## src/rtl/ysyx_22041071_fetch_queue_pkg.sv

```systemverilog
// rtl/ysyx_22041071_fetch_queue_pkg.sv - shared constants for the fetch stage and its queue
package ysyx_22041071_fetch_queue_pkg;

    localparam logic [31:0] NOP_INS      = 32'h0000_0013;
    localparam logic [63:0] DEF_RESET_PC = 64'h8000_0000;
    localparam logic [63:0] DEF_RAM_BASE = 64'h8000_0000;

    // Queue entry is packed as {fault, pc, ins}; snpc is rebuilt from pc at the output.
    function automatic int entry_width(input int addr_w, input int ins_w);
        return addr_w + ins_w + 1;
    endfunction

endpackage

```

## src/rtl/ysyx_22041071_sync_fifo.sv

```systemverilog
// rtl/ysyx_22041071_sync_fifo.sv - synchronous FIFO with flush and show-ahead head
module ysyx_22041071_sync_fifo #(
    parameter int WIDTH = 8,
    parameter int DEPTH = 4
) (
    input  logic                       clk,
    input  logic                       reset,
    input  logic                       push,
    input  logic [WIDTH-1:0]           push_data,
    input  logic                       pop,
    input  logic                       flush,
    output logic [WIDTH-1:0]           head_data,
    output logic                       full,
    output logic                       empty,
    output logic [$clog2(DEPTH):0]     count
);
    localparam int PW = $clog2(DEPTH);

    logic [WIDTH-1:0] mem [DEPTH];
    logic [PW-1:0]    wr_ptr;
    logic [PW-1:0]    rd_ptr;
    logic             do_push;
    logic             do_pop;

    assign empty     = (count == '0);
    assign full      = (count == (PW+1)'(DEPTH));
    assign do_pop    = pop && !empty;
    assign do_push   = push && (!full || do_pop);
    assign head_data = mem[rd_ptr];

    always_ff @(posedge clk) begin
        if (!reset || flush) begin
            wr_ptr <= '0;
            rd_ptr <= '0;
            count  <= '0;
        end else begin
            if (do_push) wr_ptr <= wr_ptr + 1'b1;
            if (do_pop)  rd_ptr <= rd_ptr + 1'b1;
            case ({do_push, do_pop})
                2'b10:   count <= count + 1'b1;
                2'b01:   count <= count - 1'b1;
                default: count <= count;
            endcase
        end
    end

    always_ff @(posedge clk) begin
        if (do_push) mem[wr_ptr] <= push_data;
    end

endmodule

```

## src/rtl/ysyx_22041071_fetch_queue.sv

```systemverilog
// rtl/ysyx_22041071_fetch_queue.sv - instruction fetch controller feeding ID through a fetch queue
module ysyx_22041071_fetch_queue
    import ysyx_22041071_fetch_queue_pkg::*;
#(
    parameter int                ADDR_W   = 64,
    parameter int                INS_W    = 32,
    parameter int                FETCH_W  = 64,
    parameter int                FQ_DEPTH = 4,
    parameter logic [ADDR_W-1:0] RESET_PC = ADDR_W'(DEF_RESET_PC),
    parameter logic [ADDR_W-1:0] RAM_BASE = ADDR_W'(DEF_RAM_BASE),
    parameter int                NUM_BUB  = 3
) (
    input  logic                clk,
    input  logic                reset,
    input  logic                redirect_vld,
    input  logic [ADDR_W-1:0]   redirect_pc,
    input  logic [NUM_BUB-1:0]  bubble,
    output logic                imem_en,
    output logic [ADDR_W-1:0]   imem_idx,
    input  logic [FETCH_W-1:0]  imem_rdata,
    output logic                out_valid,
    input  logic                out_ready,
    output logic [ADDR_W-1:0]   out_pc,
    output logic [INS_W-1:0]    out_ins,
    output logic [ADDR_W-1:0]   out_snpc,
    output logic                out_fault
);
    localparam int OFF_W = $clog2(FETCH_W / 8);
    localparam int RATIO = FETCH_W / INS_W;
    localparam int EW    = entry_width(ADDR_W, INS_W);
    localparam int CW    = $clog2(FQ_DEPTH) + 1;

    logic [ADDR_W-1:0] fetch_pc;
    logic [ADDR_W-1:0] inflight_pc;
    logic              inflight;
    logic              inflight_epoch;
    logic              epoch;
    logic              halted;

    logic [CW-1:0]     fq_count;
    logic              fq_full;
    logic              fq_empty;
    logic [EW-1:0]     head;
    logic [EW-1:0]     push_data;
    logic              credit, aligned, issue, resp_push, fault_push, fq_push, fq_pop, any_bubble;
    logic [ADDR_W-1:0] sel;
    logic [INS_W-1:0]  resp_ins;

    // Queued entries plus the outstanding read must never exceed the queue size.
    assign credit     = ({1'b0, fq_count} + (CW+1)'(inflight)) < (CW+1)'(FQ_DEPTH);
    assign aligned    = (fetch_pc[1:0] == 2'b00);
    assign issue      = reset && !redirect_vld && !halted && aligned && credit;
    assign resp_push  = inflight && (inflight_epoch == epoch);
    assign fault_push = reset && !redirect_vld && !halted && !aligned && credit && !resp_push && !fq_full;
    assign fq_push    = resp_push || fault_push;
    assign any_bubble = |bubble;
    assign fq_pop     = reset && out_ready && !any_bubble;

    assign imem_en  = issue;
    assign imem_idx = (fetch_pc - RAM_BASE) >> OFF_W;

    assign sel = (inflight_pc >> 2) & ADDR_W'(RATIO - 1);

    always_comb begin
        resp_ins = '0;
        for (int i = 0; i < RATIO; i++) begin
            if (sel == ADDR_W'(i)) resp_ins = imem_rdata[i*INS_W +: INS_W];
        end
    end

    assign push_data = fault_push ? {1'b1, fetch_pc, {INS_W{1'b0}}}
                                  : {1'b0, inflight_pc, resp_ins};

    ysyx_22041071_sync_fifo #(
        .WIDTH (EW),
        .DEPTH (FQ_DEPTH)
    ) u_fifo (
        .clk       (clk),
        .reset     (reset),
        .push      (fq_push),
        .push_data (push_data),
        .pop       (fq_pop),
        .flush     (redirect_vld),
        .head_data (head),
        .full      (fq_full),
        .empty     (fq_empty),
        .count     (fq_count)
    );

    always_ff @(posedge clk) begin
        if (!reset) begin
            fetch_pc       <= RESET_PC;
            inflight       <= 1'b0;
            inflight_pc    <= '0;
            inflight_epoch <= 1'b0;
            epoch          <= 1'b0;
            halted         <= 1'b0;
        end else begin
            inflight <= issue;
            if (issue) begin
                inflight_pc    <= fetch_pc;
                inflight_epoch <= epoch;
            end
            if (redirect_vld) begin
                fetch_pc <= redirect_pc;
                epoch    <= ~epoch;
                halted   <= 1'b0;
            end else if (issue) begin
                fetch_pc <= fetch_pc + ADDR_W'(4);
            end else if (fault_push) begin
                halted <= 1'b1;
            end
        end
    end

    // A bubble shows a NOP at the head position without consuming the head.
    always_comb begin
        out_valid = 1'b0;
        out_pc    = '0;
        out_ins   = '0;
        out_fault = 1'b0;
        if (reset) begin
            if (any_bubble) begin
                out_valid = 1'b1;
                out_pc    = fq_empty ? fetch_pc : head[EW-2 -: ADDR_W];
                out_ins   = INS_W'(NOP_INS);
            end else if (!fq_empty) begin
                out_valid = 1'b1;
                out_pc    = head[EW-2 -: ADDR_W];
                out_ins   = head[INS_W-1:0];
                out_fault = head[EW-1];
            end
        end
        out_snpc = out_valid ? out_pc + ADDR_W'(4) : '0;
    end

endmodule

```

## config.mk

```make
export PLATFORM = sky130hd
export DESIGN_NAME = ysyx_22041071_fetch_queue
export DESIGN_NICKNAME = d
export VERILOG_FILES = /design/src/rtl/ysyx_22041071_fetch_queue_pkg.sv /design/src/rtl/ysyx_22041071_sync_fifo.sv /design/src/rtl/ysyx_22041071_fetch_queue.sv
export SDC_FILE = /design/constraint.sdc
export NUM_CORES = 1
export LEC_CHECK = 0
export ABC_AREA = 0
export CORE_ASPECT_RATIO = 1.2
export CORE_MARGIN = 3
export CORE_UTILIZATION = 37
export DETAILED_ROUTE_END_ITERATION = 16
export SYNTH_ARGS = -nofsm -noshare
export SYNTH_HDL_FRONTEND = slang
export SYNTH_SLANG_ARGS = --single-unit
export TNS_END_PERCENT = 20
```

## constraint.sdc

```tcl
create_clock -name clk -period 5.4 [get_ports clk]
set_input_delay 0.81 -clock clk [delete_from_list [all_inputs] [get_ports clk]]
set_output_delay 0.81 -clock clk [all_outputs]
set_load 0.1 [all_outputs]
```

# After elaboration in Yosys (flattened, before gate mapping)
# Memories as Yosys holds them, arrays and structs flattened. A register that Yosys moved wholly into a read port is not among the register bits.
# Index checks and enable logic that the tools add are counted.
# classes
reduce_logical,32
n_eq_ne,4
muxes,24
n_addsub,8
n_lt_le_gt_ge,1
shifts,0
bitwise_logic,3
div_mod_pow,0
n_mul,0
# ops
cell,n
two-way mux 64 bit,7
two-way mux 32 bit,5
adder 64 x 3 -> 64 bit (second input constant),2
two-way mux 97 bit,1
zero test 64 bit,1
subtractor 64 x 32 -> 64 bit (second input constant),1
logical AND 1 bit,13
zero test 1 bit,8
two-way mux 1 bit,8
one-hot mux 3 bit (2 select lines),1
adder 2 x 1 -> 2 bit (second input constant),2
adder 3 x 1 -> 4 bit,1
< comparator 4 x 3 -> 1 bit (second input constant),1
two-way mux 2 bit,2
nonzero test 2 bit,2
adder 3 x 1 -> 3 bit (second input constant),1
== test 3 bit (second input constant),1
zero test 3 bit,1
logical OR 1 bit,3
NOT 1 bit,3
OR reduction 3 bit,1
subtractor 3 x 1 -> 3 bit (second input constant),1
== test 2 x 1 -> 1 bit (second input constant),1
== test 2 bit (second input constant),1
4 further kinds,4
# word_totals
reg_bits,139
output_inout_bits,227
memories,1
latch_bits,0
inputBits,135
word_cells,82
romBits,0
mem_bits_rw,388
# memory_table
name,depth,width,read_ports,rd_ports_with_merged_regs,write_ports,line_no,text
u_fifo.mem,4,97,1,1,1,ysyx_22041071_sync_fifo.sv:19,logic [WIDTH-1:0] mem [DEPTH];

# Depth between registers and ports, before layout
# Gate-level depths: netlist of run 1.
# logic_depth
word_depth,11
mapped_depth,19

# Cells and area by module
# A second synthesis of run 1 with hierarchy kept.
# unflattened
hier_cells,2124
hier_area_um2,25863.6
# modules_own_cells
mod,cells_per_inst,area_each_um2,instances
ysyx_22041071_sync_fifo,575,14602.8,1
ysyx_22041071_fetch_queue,1549,11260.8,1

# Worst setup path before layout of run 1
# Ideal clock, no wire load.
# synth_path
kind,input to output
from,input port bubble[1]
to,output port out_snpc[38]
path_stages,17
required_ns,4.590
arrival_time_ns,8.066
slack_ns,-3.476
path_buffers,6
cell_sequence,clkbuf_1 > nor3_1 > nor2_4 > buf_2 > clkbuf_1 > buf_1 > nand2_1 > a21oi_1 > ha_1 > inv_1 > a211oi_2 > nand4_1 > or4_1 > buf_2 > buf_6 > o31a_1 > nor3_1
# synth_via
elab_chain_cells,5
elab_cells_between_ends,7
classes_between,add/sub: 1; mux: 5; reduce/logical: 1
# synth_lines
item,line_no,text
start: declaration,ysyx_22041071_fetch_queue.sv:17,"input logic [NUM_BUB-1:0] bubble,"
OR reduction 3 bit,ysyx_22041071_fetch_queue.sv:56,assign any_bubble = |bubble;
two-way mux 64 bit,ysyx_22041071_fetch_queue.sv:123,if (any_bubble) begin
two-way mux 64 bit,ysyx_22041071_fetch_queue.sv:122,if (reset) begin
via out_pc[3],ysyx_22041071_fetch_queue.sv:23,"output logic [ADDR_W-1:0] out_pc,"
adder 64 x 3 -> 64 bit,ysyx_22041071_fetch_queue.sv:134,out_snpc = out_valid ? out_pc + ADDR_W'(4) : '0;
two-way mux 64 bit,ysyx_22041071_fetch_queue.sv:134,
end: declaration,ysyx_22041071_fetch_queue.sv:25,"output logic [ADDR_W-1:0] out_snpc,"
# The timed path passes the listed nets, and every way through them passes these cells.

# Worst setup path in the final report of run 1
# layout_path
from,register u_fifo.count[2]
to,output port out_snpc[49]
# layout_via
elab_chain_cells,6
elab_cells_between_ends,10
classes_between,add/sub: 1; mux: 8; reduce/logical: 1
# layout_lines
item,line_no,text
start: declaration,ysyx_22041071_sync_fifo.sv:15,output logic [$clog2(DEPTH):0] count
start signal: assignment,ysyx_22041071_sync_fifo.sv:40,2'b10: count <= count + 1'b1;
start signal: assignment,ysyx_22041071_sync_fifo.sv:41,2'b01: count <= count - 1'b1;
start signal: assignment,ysyx_22041071_sync_fifo.sv:42,default: count <= count;
zero test 3 bit *,ysyx_22041071_sync_fifo.sv:25,assign empty = (count == '0);
"two-way mux 64 bit, on equally long branches","ysyx_22041071_fetch_queue.sv:127, ysyx_22041071_fetch_queue.sv:125",
two-way mux 64 bit,ysyx_22041071_fetch_queue.sv:123,
two-way mux 64 bit,ysyx_22041071_fetch_queue.sv:122,
adder 64 x 3 -> 64 bit,ysyx_22041071_fetch_queue.sv:134,
two-way mux 64 bit *,ysyx_22041071_fetch_queue.sv:134,
# Every way passes the cells marked *; elsewhere a longest branch is shown, timed or not.

==> run_results.csv, run 1 <==
group,metric,value,unit
route,drc_errors,0,
timing,setup_viol,0,
logic_synthesis,synth_warnings,0,
power,power.density,301,nW/um2
timing,relSlewSlack,25.3,%
timing,finalWorstSetupSlack,0.123,ns
status,status,"complete, no violations",
power,totalPowerFinal,10.2,mW
route,viasPerCell,5.73,
logic_synthesis,synth_area,26000,um2
clock_tree,clkLatencyLatePin,0.61,ns
power,power_leakage,12.1,nW
timing,hold_viol_final,0,
logic_synthesis,netlist_top_cells_count,"388 x edfxtp_1, 256 x nand2_1, 186 x nor2_1",
route,vias,20100,
critical_path,critPathCaptureType,"output port",
placed_design,finalWeightedCongestion,0.898,
placed_design,dp_slack,0.182,ns
timing,fin_setup_tns,0,ns
logic_synthesis,synth-compound-area-share,8.12,%
floorplan,die_area,73600,um2
logic_synthesis,synth_edf_count,388,
critical_path,worst-endpoint-required,4.59,ns
logic_synthesis,synth_top_family_by_area,"simple AND/OR/NAND/NOR gates",
floorplan,coreArea,69000,um2
timing,fin_crit,5.28,ns
power,power_frac_clock,38.5,%
logic_synthesis,synthAdderAreaFrac,0.509,%
timing,drv_slew,0,
power,switchingPower,2.91,mW
final_layout,syn_to_final_growth,30.1,%
clock_tree,cts_buffer_depth,3,
final_layout,final_cell_area,33900,um2
timing,fmax,189,MHz
logic_synthesis,synthSimpleGateAreaFrac,15.2,%
critical_path,crit_fanout,16,
global_routing,antenna_found_initial,9,
timing,grt_setup_unrepaired,"false",
run,cap_violations,0,
timing,tightest_slew,1.12,ns
timing,skew,0.0235,ns
placed_design,place_area,31900,um2
timing,min_period_over_period,97.7,%
critical_path,arrival,4.47,ns
critical_path,r2r_start,"fetch_pc[3]$_SDFFE_PN0N_",
clock_tree,cts_tree,"done",
logic_synthesis,synth_cells,2215,
global_routing,grt_first_pass_wirelength,129,mm
floorplan,fp.dieW,248,um
placed_design,dp.cells,3388,
logic_synthesis,synth_top_area_share,44.7,%
floorplan,io_pins,362,
final_layout,multi_input_area,10700,um2
final_layout,layout.nets,2684,
floorplan,rows,105,
power,p_comb_share,17.0,%
logic_synthesis,synthMuxAreaShare,14.6,%
min_path,hp-class,"reg2reg",
route,first_pass_iters,6,
critical_path,cp-start-kind,"flop",
placed_design,post-dp-hpwl,59.9,mm
global_routing,grt_overflow,0,
power,irDropWorstVdd,0.237,mV
route,drt_iter0_drc,1803,
global_routing,grt_max_degree,125,
clock_tree,cts_buffers,54,
min_path,hp-start,"inflight_pc[53]$_SDFFE_PN0P_",
power,internal_power,7.30,mW
floorplan,die_h,297,um
clock_tree,clock-sinks,529,
logic_synthesis,synth_top_cell_by_area,"edfxtp_1",
logic_synthesis,ys_ff_latch,529,
route,routedWlPerCell,25.2,um
clock_tree,h-tree-depth,2,
global_routing,grt_use_total,23.3,%
route,postRouteAntennaNets,0,
critical_path,crit_type,"reg2out",
power,seqPwrFrac,44.4,%
clock_tree,cts_root_buf,"clkbuf_16",
logic_synthesis,synth_xor_area_share,1.58,%
floorplan,start_util,37.8,%
critical_path,crit_start,"u_fifo.count[2]$_SDFFE_PP0P_",
route,wl,88.3,mm
final_layout,fillers,6126,
final_layout,seq_area,14500,um2
logic_synthesis,synth_most_common_cell,"edfxtp_1",
global_routing,grt_pass1_vias,20200,
final_layout,fin_cells,3499,
logic_synthesis,yosys.cell_types.count,80,
final_layout,drive_above_1_share,24.6,%
logic_synthesis,ys_seq_area_share,55.6,%
power,netSwitchingFraction,28.5,%
logic_synthesis,yosys_most_used_dff,"edfxtp_1",
clock_tree,cts-hold-fix-buffers,0,
logic_synthesis,ys_async_sr_fraction,0,%
logic_synthesis,synthTopCellsByArea,"edfxtp_1 45%, dfxtp_1 11%, mux4_2 7.4%",
placed_design,io_buffers,358,
logic_synthesis,syn-mean-instance-area,11.8,um2
clock_tree,clkTransAtPathRegs,0.06,ns
-- cell usage in the layout, fill, tap and decap left out, types with 30 or more instances in the layout --
cell type        netlist  final
a21oi_1              130    126
a22oi_1               38     37
and2_1                52     48
and3_1                53     53
buf_12                 0    119
buf_4                 37    182
clkbuf_16              0     57
clkdlybuf4s50_1        0    174
dfxtp_1              141    135
edfxtp_1             388    388
inv_1                 33     31
mux2_2                88     88
mux2i_1               52     48
mux4_2                86     86
nand2_1              256    254
nand3_1               42     42
nand4_1               30     30
nor2_1               186    184
nor3_1                64     54
o21ai_0               47     47
-- cell type report --
cell class	instances	share of cell area [%]
Antenna cell	5	0.0369
Clock buffer	74	4.69
Clock inverter	28	0.901
Inverter	35	0.414
Multi-Input combinational cell	1441	31.5
Sequential cell	529	42.8
Tap cell	909	3.36
Timing Repair Buffer	478	16.3
-- worst max-delay path: stages, from the launching register on --
cell     delay (ns)
dfxtp_2        0.36
or3_2          0.56
nor2_4         0.24
buf_4          0.23
a22oi_1        0.12
or4_1          0.61
or4_1          0.61
buf_12         0.19
nor4_2         0.31
mux2_1         0.39
buf_12         0.18
-- power by group through the flow --
stage	Sequential, mW	Clock [mW]	Combinational, mW
floorplan	4.58	0	1.15
global placement	4.62	0	1.72
detailed placement	4.62	0	1.73
CTS	4.54	4.00	1.74
global route	4.54	4.18	1.81
finish	4.54	3.94	1.74
-- routing by layer --
layer  track usage (%)  vias up  wire (um)
met5                 0        -         52
met4              8.71        8       3330
met1              28.9    10000      34100
met3              5.72      166       7950
li1                  -     8935          -
met2              39.4      907      42900
-- flip-flops by register name (all words and copies together) (netlist names), named ones only --
name            count
u_fifo.count        3
fetch_pc           64
inflight_pc        64
u_fifo.rd_ptr       2
u_fifo.wr_ptr       2
halted              1
epoch               1
inflight_epoch      1
u_fifo.mem        388
inflight            1
-- cell families after synthesis --
kind of cell	Yosys count
simple gates	802
xor+xnor	47
other cells	1
mux	247
compound gates	332
flops	529
fa+ha+maj	10
buf+inv	247
-- what timing repair did --
item | in CTS | in global routing
resized for setup | 0 | 5
hold endpoints to repair | 0 | 0
setup endpoints to repair | 0 | 21
setup buffers | 0 | 4
-- per-stage QoR --
step           utilization, %  hold WS, ns
4_1_cts                  49.0        0.453
3_5_place_dp             46.3        0.445
3_3_place_gp             46.3        0.439
5_1_grt                  49.1        0.468
6_report                 49.1        0.451
2_1_floorplan               -        0.434
-- path summary, 6_finish.rpt --
path	to	slack [ns]	cells after the start
setup reg to reg	fetch_pc[59]$_SDFFE_PN0N_	1.44	7
hold reg to reg	inflight_pc[53]$_SDFFE_PN0P_	0.45	2
setup / recovery	out_snpc[49]	0.12	10
hold / removal	inflight_pc[53]$_SDFFE_PN0P_	0.45	2
Note: power is estimated with default switching activity, not from simulation.
==> inputs of run 2 (changes only) <==
--- a/config.mk
+++ b/config.mk
@@ -5,7 +5,7 @@
 export SDC_FILE = /design/constraint.sdc
 export NUM_CORES = 1
 export LEC_CHECK = 0
-export ABC_AREA = 0
+export ABC_AREA = 1
 export CORE_ASPECT_RATIO = 1.2
 export CORE_MARGIN = 3
 export CORE_UTILIZATION = 37
==> constraint.sdc (replaced) <==
create_clock -name clk -period 5.1 [get_ports clk]
set_input_delay 0.765 -clock clk [delete_from_list [all_inputs] [get_ports clk]]
set_output_delay 0.765 -clock clk [all_outputs]
set_load 0.1 [all_outputs]
==> run 2 against run 1 <==
Worst setup slack gained 0.067 ns. Final area is 4.6% higher. Routed wire length rose by 20%. Sequential power rose by 8.6%. Register-to-register slack improved by 0.09 ns. Combinational power grew 29%. Synthesized cell count rose by 59%. Critical endpoint is now out_snpc[54]. Highest routed layer is now met4.
==> run_results.csv, run 2 <==
group,metric,value,unit
final_layout,largest_reg_flops,388,
route,wl,106,mm
placed_design,finalWeightedCongestion,1.00,
power,totalPowerFinal,11.6,mW
critical_path,crit_type,"reg2out",
clock_tree,cts_tree,"done",
timing,skew,0.0659,ns
logic_synthesis,synth_top_cell_by_area,"edfxtp_1",
final_layout,drive_above_1_share,10.9,%
critical_path,slowest_delay,0.40,ns
route,routedWlPerCell,21.9,um
min_path,hp-start,"inflight_pc[0]$_SDFFE_PN0P_",
final_layout,layout_commonest_cell,"nand2_1",
final_layout,layout.nets,3927,
clock_tree,clkTransAtPathRegs,0.06,ns
logic_synthesis,ys_async_sr_fraction,0,%
final_layout,syn_to_final_growth,25.0,%
power,power_leakage,14.0,nW
logic_synthesis,synthMuxAreaShare,0,%
floorplan,fp.dieW,259,um
logic_synthesis,syn-mean-instance-area,8.03,um2
power,irDropWorstVdd,0.368,mV
final_layout,final_util,47.0,%
logic_synthesis,synth_xor_area_share,2.88,%
logic_synthesis,synth_most_common_cell,"nand2_1",
timing,tightest_slew,1.17,ns
run,cap_violations,0,
placed_design,post-dp-hpwl,78.1,mm
global_routing,grt_overflow,0,
final_layout,largest-register,"u_fifo.mem",
global_routing,grt_pass1_vias,24000,
timing,hold_ws,0.439,ns
logic_synthesis,yosys_most_used_dff,"edfxtp_1",
floorplan,coreArea,75400,um2
route,first_pass_iters,6,
placed_design,dp.cells,4734,
critical_path,crit_start,"u_fifo.count[1]$_SDFFE_PP0P_",
final_layout,top_regs,"u_fifo.mem: 388 flops, fetch_pc: 64 flops, inflight_pc: 64 flops",
route,drc_errors,0,
timing,grt_setup_unrepaired,"false",
global_routing,grt_first_pass_wirelength,155,mm
floorplan,die_h,309,um
min_path,hold_depth,2,
timing,fin_crit,4.91,ns
logic_synthesis,synthSimpleGateAreaFrac,28.2,%
critical_path,critPathCaptureType,"output port",
route,viasPerCell,5.27,
logic_synthesis,ys_seq_area_share,51.1,%
logic_synthesis,synth_area,28300,um2
floorplan,io_pins,362,
clock_tree,clock-sinks,529,
global_routing,grt_use_total,25.8,%
route,vias,25500,
timing,min_period_over_period,96.3,%
critical_path,critPathSlowestCell,"buf_6",
route,drt_iter0_drc,2496,
logic_synthesis,ys_ff_latch,529,
logic_synthesis,yosys.cell_types.count,52,
critical_path,worst-endpoint-required,4.34,ns
min_path,hp-class,"reg2reg",
critical_path,crit_fanout,50,
timing,hold_viol_final,0,
clock_tree,cts_buffers,54,
clock_tree,cts-hold-fix-buffers,0,
critical_path,r2r_start,"u_fifo.count[1]$_SDFFE_PP0P_",
final_layout,fin_cells,4836,
clock_tree,cts_root_buf,"clkbuf_16",
floorplan,rows,110,
clock_tree,postCtsSetupBuffers,0,
logic_synthesis,synth_top_area_share,41.1,%
logic_synthesis,synth_edf_count,388,
global_routing,antenna_found_initial,0,
floorplan,die_area,79900,um2
clock_tree,h-tree-depth,2,
timing,drv_slew,0,
power,power.density,327,nW/um2
critical_path,cp-start-kind,"flop",
final_layout,mostFrequentLayoutCells,"998 x nand2_1, 393 x nor2_1, 388 x edfxtp_1, 340 x nand3_1, 325 x inv_1",
final_layout,antennaDiodeCount,0,
global_routing,grt_max_degree,184,
logic_synthesis,netlist_top_cells_count,"999 x nand2_1, 398 x nor2_1, 388 x edfxtp_1",
placed_design,io_buffers,358,
logic_synthesis,synthTopCellsByArea,"edfxtp_1 41%, nand2_1 13%, dfxtp_1 10%",
clock_tree,clkLatencyLatePin,0.64,ns
logic_synthesis,synth_top_family_by_area,"simple AND/OR/NAND/NOR gates",
timing,fmax,204,MHz
logic_synthesis,synthAdderAreaFrac,0.468,%
critical_path,crit_path_frequent_cell,"nand2_1",
route,postRouteAntennaNets,0,
timing,fin_setup_tns,0,ns
logic_synthesis,synth_warnings,0,
timing,relSlewSlack,22.0,%
critical_path,arrival,4.15,ns
timing,setup_viol,0,
final_layout,fillers,7391,
critical_path,path_cells,"inv_2 > nand3_4 > inv_2 > buf_6 > nand3_1 > nand2_1 > nand2_1 > nor2_2 > nand2_1 > nor2_1 > nand2_1 > nor2_2 > nand2_1 > nand2_1 > nand2_1 > inv_1 > buf_12",
logic_synthesis,synth_cells,3528,
status,status,"complete, no violations",
clock_tree,cts_buffer_depth,3,
critical_path,r2r_cells,15,
logic_synthesis,synth-compound-area-share,8.46,%
floorplan,start_util,37.6,%
## run 2: cell count changes in the layout (fill, tap and decap cells not counted), moves of 47 or more
cell     before  now
nand3_1      42  340
nand2_1     254  998
mux2i_1      48    0
o21ai_0      47  202
mux2_2       88    0
buf_4       182  126
nor2_1      184  393
xor2_1       26   86
and2_1       48    1
mux4_2       86    0
inv_1        31  325
and3_1       53    0
## run 2: path summary, 6_finish.rpt
check | end | slack (ns)
hold reg to reg | inflight_pc[0]$_SDFFE_PN0P_ | 0.44
hold / removal | inflight_pc[0]$_SDFFE_PN0P_ | 0.44
setup / recovery | out_snpc[54] | 0.19
setup reg to reg | u_fifo.count[2]$_SDFFE_PP0P_ | 1.53
## run 2: logic make-up (layout without fill, tap and decap cells)
| logic type | count (synthesis) | count (layout) |
|---|---|---|
| buffers and inverters | 568 | 866 |
| xor gates and xnor gates | 93 | 93 |
| AOI/OAI and AO/OA | 427 | 427 |
| other | 1 | 3 |
| DFF | 529 | 529 |
| adders and majority gates | 10 | 10 |
| and+or+nand+nor | 1900 | 1900 |
## run 2: timing repair
item | in CTS | in global routing
endpoints found under the hold margin | 0 | 0
endpoints found under the setup margin | 0 | 20
gates resized for setup | 0 | 3
## run 2: metrics by stage
stage	cell area [um2]	setup slack (ns)
2_1_floorplan	28300	-1.30
3_3_place_gp	33400	0.360
3_5_place_dp	33400	0.410
4_1_cts	35400	0.0711
5_1_grt	35400	0.00233
6_report	35400	0.190
## run 2: per-layer routing
metal | vias to the layer above | part of all wire (%) | global-route usage, %
met5 | - | 0 | 0
met4 | 0 | 3.1 | 8.18
met3 | 146 | 8.9 | 4.66
met2 | 1169 | 46 | 41.9
met1 | 12100 | 42 | 35.1
li1 | 12100 | - | -
## run 2: worst max-delay path, delay by kind of cell, from the launching register on
kind	cells	cell delay, ns
flops	1	0.33
simple gates	12	2.20
buf+inv	5	0.93
## run 2: cell type report
cell class                 instances  area [um2]  area share [%]
multi-input combinational       2433       11400            32.2
timing repair buffer             412        4920            13.9
clock inverter                    23         458            1.29
sequential                       529       14500            40.9
inverter                         352        1330            3.75
tap                             1008        1260            3.56
clock buffer                      79        1560            4.39
## run 2: where the power goes
part,switching (mW),internal (mW),total (mW)
clock,1.75,2.65,4.39
sequential,0.126,4.81,4.93
combinational,1.67,0.576,2.24
